<file path="src/rtl/seq_detect_param.sv">
// Serial pattern detector with programmable pattern/length, overlap control and flush.
// Optional saturating match counter enabled by defining SEQ_DETECT_MATCH_CNT_EN.
module seq_detect_param #(
   parameter int PAT_W = 8,
   parameter int CNT_W = 16,
   localparam int LW   = $clog2(PAT_W) + 1
) (
   input  logic             clk,
   input  logic             reset,
   input  logic             din,
   input  logic             din_valid,
   input  logic [PAT_W-1:0] pattern,
   input  logic [LW-1:0]    pat_len,
   input  logic             overlap,
   input  logic             clear,
   output logic             dout,
   output logic [CNT_W-1:0] match_cnt
);

   logic [PAT_W-1:0] r_hist;
   logic [LW-1:0]    r_fill;
   logic             r_dout;

   logic [PAT_W-1:0] w_hist_nxt;
   logic [PAT_W-1:0] w_mask;
   logic [LW-1:0]    w_fill_inc;
   logic             w_len_ok;
   logic             w_match;

   assign w_hist_nxt = {r_hist[PAT_W-2:0], din};
   assign w_fill_inc = (r_fill == LW'(PAT_W)) ? r_fill : r_fill + 1'b1;
   assign w_len_ok   = (pat_len != '0) && (pat_len <= LW'(PAT_W));

   always_comb begin
      w_mask = '0;
      for (int i = 0; i < PAT_W; i++)
         w_mask[i] = (i < int'(pat_len));
   end

   // Only the low pat_len bits of the freshly shifted history take part.
   assign w_match = din_valid && !clear && w_len_ok && (w_fill_inc >= pat_len) &&
                    (((w_hist_nxt ^ pattern) & w_mask) == '0);

   always_ff @(posedge clk) begin
      if (!reset) begin
         r_hist <= '0;
         r_fill <= '0;
         r_dout <= 1'b0;
      end else if (clear) begin
         r_hist <= '0;
         r_fill <= '0;
         r_dout <= 1'b0;
      end else if (din_valid) begin
         r_hist <= w_hist_nxt;
         r_fill <= (w_match && !overlap) ? '0 : w_fill_inc;
         r_dout <= w_match;
      end else begin
         r_dout <= 1'b0;
      end
   end

   assign dout = r_dout;

`ifdef SEQ_DETECT_MATCH_CNT_EN
   logic [CNT_W-1:0] r_cnt;

   // Counter ignores clear; only reset returns it to zero.
   always_ff @(posedge clk) begin
      if (!reset)
         r_cnt <= '0;
      else if (w_match && (r_cnt != {CNT_W{1'b1}}))
         r_cnt <= r_cnt + 1'b1;
   end

   assign match_cnt = r_cnt;
`else
   assign match_cnt = '0;
`endif

endmodule
</file>
<file path="config.mk">
export PLATFORM = sky130hd
export DESIGN_NAME = seq_detect_param
export DESIGN_NICKNAME = d
export VERILOG_FILES = /design/src/rtl/seq_detect_param.sv
export SDC_FILE = /design/constraint.sdc
export NUM_CORES = 1
export LEC_CHECK = 0
export ABC_AREA = 1
export CORE_ASPECT_RATIO = 1.2
export CORE_MARGIN = 1
export CORE_UTILIZATION = 41
export DETAILED_ROUTE_END_ITERATION = 8
export GPL_ROUTABILITY_DRIVEN = 0
export PLACE_DENSITY = 0.73
export SLEW_MARGIN = 20
export SYNTH_ARGS = -nofsm -noshare
export SYNTH_HDL_FRONTEND = slang
export SYNTH_SLANG_ARGS = --single-unit
</file>
<file path="constraint.sdc">
create_clock -name clk -period 4.1 [get_ports clk]
set_input_delay 0.41 -clock clk [delete_from_list [all_inputs] [get_ports clk]]
set_output_delay 0.41 -clock clk [all_outputs]
set_load 0.01 [all_outputs]
</file>
==> results of run 1 <==
registers in the layout, summed over array words and instances (netlist names):
register  flops
r_hist        7
r_fill        4
dout          1
critical path, delay by kind of cell, from the launching register on:
kind / cells / cell delay, ns
buffers and inverters: 2 / 0.11
adders and majority gates: 2 / 0.46
xor gates and xnor gates: 1 / 0.21
and+or+nand+nor: 5 / 0.38
AOI/OAI and AO/OA: 3 / 0.43
DFF: 1 / 0.42
layout make-up:
| type | instances | area (µm²) | area share (%) |
|---|---|---|---|
| tap | 31 | 38.79 | 3.189 |
| inverter | 23 | 91.34 | 7.510 |
| multi-input combinational | 117 | 629.4 | 51.75 |
| sequential | 12 | 240.2 | 19.75 |
| clock buffer | 4 | 36.28 | 2.984 |
| timing repair buffer | 18 | 180.2 | 14.81 |
Yosys cell counts:
library cell / number / area share [%]
a211oi_1: 5 / 3.6
a21oi_1: 4 / 1.9
a21oi_2: 4 / 3.3
buf_2: 2 / 0.96
buf_4: 16 / 11
buf_6: 1 / 1.1
conb_1: 1 / 0.36
dfxtp_1: 12 / 23
ha_1: 6 / 7.2
inv_1: 18 / 6.5
inv_2: 4 / 1.4
inv_6: 1 / 0.84
nand2_1: 43 / 15
nand2_2: 2 / 1.2
nand3_1: 7 / 3.3
nand3_2: 2 / 1.9
nand4_2: 1 / 1.2
nor2_1: 14 / 5.0
nor2_2: 3 / 1.8
nor2_4: 2 / 2.2
o21ai_1: 3 / 1.4
o21ai_4: 1 / 1.6
xor2_1: 4 / 3.3
power breakdown:
| group | switching [mW] | total, mW | internal (mW) |
|---|---|---|---|
| sequential | 0.00245 | 0.121 | 0.119 |
| clock | 0.0453 | 0.0995 | 0.0542 |
| combinational | 0.0391 | 0.0679 | 0.0288 |
| total | 0.0868 | 0.289 | 0.202 |
logic make-up (layout without fill, tap and decap cells):
kind of cell / count (synthesis) / after routing / share of synthesized area, %
AO/OA/AOI/OAI: 17 / 17 / 11.84
XOR/XNOR: 4 / 4 / 3.349
adder cells (fa/ha/maj): 6 / 6 / 7.177
buffers and inverters: 42 / 45 / 22.25
flip-flops: 12 / 12 / 22.97
other: 1 / 16 / 0.3585
AND/OR/NAND/NOR: 74 / 74 / 32.06
routing by layer:
layer  vias to the layer above  part of all wire [%]  routed length (µm)  global-route usage, %
met1                       417                    46                 924                  20.08
met2                        24                    49                 982                  26.06
met4                         0                   1.9                  38                  7.143
li1                        483                     -                   -                      -
met5                         -                     0                   0                      0
met3                         3                   2.7                  54                  1.899
final timing paths:
path          endpoint  slack, ns  depth (start not counted)
max          r_fill[3]       2.02                         13
min          r_hist[1]       0.50                          2
max reg2reg  r_fill[3]       2.02                         13
min reg2reg  r_hist[1]       0.50                          2
==> results.yml, run 1 <==
status:
  outcome: "complete, no violations"
pwr:
  p_total_mw: 0.2889
  max-vdd-ir-drop_uv: 124.1
  p_per_area_nw_per_um2: 237.6
  power_leakage_nw: 0.5776
clocking:
  cts_tree: "done"
  cts_resized: 0
  clk_pin_slew_ns: 0.08
  cts_setup_buffers: 0
  cts_sinks: 12
  cts_root_buf: "clkbuf_4"
  h-tree-depth: 1
  clock_path_buffers: 2
  ctsHoldBuffers: 0
  clk_latency_ns: 0.29
  cts_made_buffers: 3
routing:
  antenna_left: 0
  drt_first_pass_iters: 4
  vias: 927
  routedWlPerCell_um: 9.746
  drcViolationCount: 0
  via_per_inst: 4.522
  drtIter0Drc: 18
  wl_um: 1998
synth:
  ys_seq_area_share_pct: 22.97
  yosysUniqueCellTypes: 23
  syn_area_um2: 1046
  synth-seq-cells: 12
  syn_inst: 156
  avgSynthCellArea_um2: 6.705
  synth_warnings: 0
layout:
  num-nets-final: 199
  layout_commonest_cell: "nand2_1"
  num_antenna_cells: 0
  final_cells: 205
  final_cell_mix: "43 x nand2_1, 18 x inv_1, 18 x clkdlybuf4s50_1, 16 x conb_1, 14 x nor2_1"
  drive_gt1_share_pct: 13.79
  nFillCells: 224
  area_delta_synth_final_pct: 16.27
  utilization_pct: 51.67
  design_area_um2: 1216
timing:
  slew_viol_final: 0
  timing.hold.ws_ns: 0.5040
  rsz0062_at_grt: "false"
  period_minus_slack_ns: 2.075
  fmax_mhz: 481.9
  finalSetupTns_ns: 0
  finalSetupViolations: 0
  hold_viol_final: 0
  fin_worst_skew_ns: 0.002206
  min_period_over_period_pct: 50.62
  finalWorstSetupSlack_ns: 2.025
critical_path:
  critPathLaunchType: "flip-flop"
  timing.rr.start: "r_fill[0]"
  cp_common_cell: "nand2_1"
  cp.arrival_ns: 2.30
  cp-startpoint: "r_fill[0]"
  slowest_stage: "dfxtp_1"
  path_cells: "inv_1, ha_1, nand2_1, nor2_1, xor2_1, ha_1, inv_1, nand2_1, a21oi_1, o21ai_4, nand4_2, nand2_1, a21oi_2"
  crit_fanout: 5
  slowest_delay_ns: 0.42
  worst-setup-path-type: "flip-flop to flip-flop"
  required_ns: 4.32
  setup.worst_path.end_class: "flip-flop"
floorplan:
  coreArea_um2: 2354
  dieWidth_um: 48.11
  die_area_um2: 2758
  die_y_um: 57.33
  fp-row-count: 19
  start_util_pct: 44.44
  ios: 35
global_route:
  antenna_found_initial: 0
  grt_pass1_vias: 789
  grt_first_pass_wirelength_um: 3105
  overflow: 0
  grt_max_degree: 15
  grtUsageTotal_pct: 15.92
job:
  maxCapViolations: 0
worst_hold_path:
  min-delay-start: "r_hist[1]"
  hold_class: "flip-flop to flip-flop"
placement:
  pre_cts_ws_ns: 2.005
  hpwl_um: 1667
  io_buffers: 18
  dp_cells: 201
  placed_area_um2: 1180
Note: power is estimated with default switching activity, not from simulation.
==> run 2: changes to the inputs <==
==> constraint.sdc (replaced) <==
create_clock -name clk -period 2.09 [get_ports clk]
set_input_delay 0.209 -clock clk [delete_from_list [all_inputs] [get_ports clk]]
set_output_delay 0.209 -clock clk [all_outputs]
set_load 0.01 [all_outputs]
==> results.yml, run 2 (synthesized netlist as in run 1, its figures left out) <==
timing:
  fin_worst_skew_ns: 0.0007843
  period_minus_slack_ns: 1.975
  fmax_mhz: 506.3
  finalSetupTns_ns: 0
  finalSetupViolations: 0
  min_period_over_period_pct: 94.50
  rsz0062_at_grt: "false"
  hold_viol_final: 0
  slew_viol_final: 0
global_route:
  grt_first_pass_wirelength_um: 3422
  antenna_found_initial: 0
  grt_pass1_vias: 883
  grtUsageTotal_pct: 17.06
  overflow: 0
  grt_max_degree: 15
critical_path:
  worst-setup-path-type: "flip-flop to flip-flop"
  critPathLaunchType: "flip-flop"
  crit_fanout: 5
  required_ns: 2.23
  setup.worst_path.end_class: "flip-flop"
  cp.arrival_ns: 2.12
routing:
  wl_um: 2041
  vias: 927
  antenna_left: 0
  drt_first_pass_iters: 4
  via_per_inst: 4.478
  routedWlPerCell_um: 9.860
  drcViolationCount: 0
  drtIter0Drc: 19
floorplan:
  die_area_um2: 2758
  dieWidth_um: 48.11
  coreArea_um2: 2354
  die_y_um: 57.33
  start_util_pct: 44.44
  ios: 35
  fp-row-count: 19
layout:
  final_cell_mix: "43 x nand2_1, 18 x inv_1, 18 x clkdlybuf4s50_1, 16 x conb_1, 14 x nor2_1"
  nFillCells: 237
  largest-register: "r_hist"
  utilization_pct: 52.31
  area_delta_synth_final_pct: 17.70
  num_antenna_cells: 0
  drive_gt1_share_pct: 16.48
  multiInputGateArea_um2: 633.1
  regArea_um2: 242.7
  layout_commonest_cell: "nand2_1"
  largest_reg_flops: 7
  num-nets-final: 202
clocking:
  cts_made_buffers: 3
  clk_latency_ns: 0.27
  clock_path_buffers: 2
  h-tree-depth: 1
  cts_tree: "done"
  cts_root_buf: "clkbuf_4"
  cts_sinks: 12
  clk_pin_slew_ns: 0.07
status:
  outcome: "complete, no violations"
placement:
  hpwl_um: 1695
  io_buffers: 18
pwr:
  p_total_mw: 0.5170
  p_per_area_nw_per_um2: 419.9
  max-vdd-ir-drop_uv: 435.2
  power_leakage_nw: 0.5868
job:
  maxCapViolations: 0
worst_hold_path:
  hold_class: "flip-flop to flip-flop"
[run 2: worst max-delay path, stage by stage, from the launching register on]
cell     delay [ns]
dfxtp_2        0.38
inv_1          0.05
ha_1           0.18
nand2_1        0.09
nor2_1         0.05
xor2_1         0.17
ha_1           0.28
inv_1          0.04
nand2_1        0.06
a21oi_2        0.06
o21ai_4        0.14
nand4_2        0.17
nand2_1        0.13
a21oi_2        0.05
[run 2: power by group]
part | switching (mW) | internal, mW | total (mW)
logic | 0.0783 | 0.0611 | 0.139
clock network | 0.0727 | 0.0666 | 0.139
registers | 0.00441 | 0.234 | 0.238
total | 0.155 | 0.362 | 0.517
[run 2: layout make-up]
class                           count  area share, %
Inverter                           23          7.419
Clock buffer                        3          1.829
Timing Repair Buffer               21          16.46
Sequential cell                    12          19.72
Tap cell                           31          3.150
Multi-Input combinational cell    117          51.42
[run 2: repair_timing]
item	in CTS	in global routing
buffers inserted	0	1
hold buffers	0	0
resized for setup	0	3
endpoints found under the setup margin	0	4
[run 2: final timing paths]
check / cells past startpoint / slack, ns / to / startpoint
worst min register to register: 2 / 0.50 / r_hist[1] / r_hist[1]
worst max register to register: 13 / 0.11 / r_fill[3] / r_fill[0]
worst max-delay path: 13 / 0.11 / r_fill[3] / r_fill[0]
worst min-delay path: 2 / 0.50 / r_hist[1] / r_hist[1]
[run 2: layer usage]
metal  global-route usage (%)  vias up  share of wire, %
met2                    31.27       24                54
met3                    4.747        2               3.8
met1                    18.43      409                42
met4                    3.571        0              0.83
li1                         -      492                 -
met5                        0        -                 0
[run 2: through the flow]
stage	setup WS (ns)	std cells	hold WS [ns]	cell area [µm²]
detailed placement	0.06149	203	0.4904	1195
floorplan	0.2579	171	0.3340	1102
global route	0.008312	207	0.5145	1231
CTS	0.03482	206	0.5006	1217
global placement	0.1667	203	0.4767	1195
finish	0.1149	207	0.4963	1231
==> run 3: changes to the inputs <==
--- a/config.mk
+++ b/config.mk
@@ -9,6 +9,7 @@
 export CORE_ASPECT_RATIO = 1.2
 export CORE_MARGIN = 1
 export CORE_UTILIZATION = 41
+export CTS_CLUSTER_SIZE = 20
 export DETAILED_ROUTE_END_ITERATION = 8
 export GPL_ROUTABILITY_DRIVEN = 0
 export PLACE_DENSITY = 0.73
==> results of run 3 <==
Same layout as run 2: the final DEF is identical, and so are final timing and power.
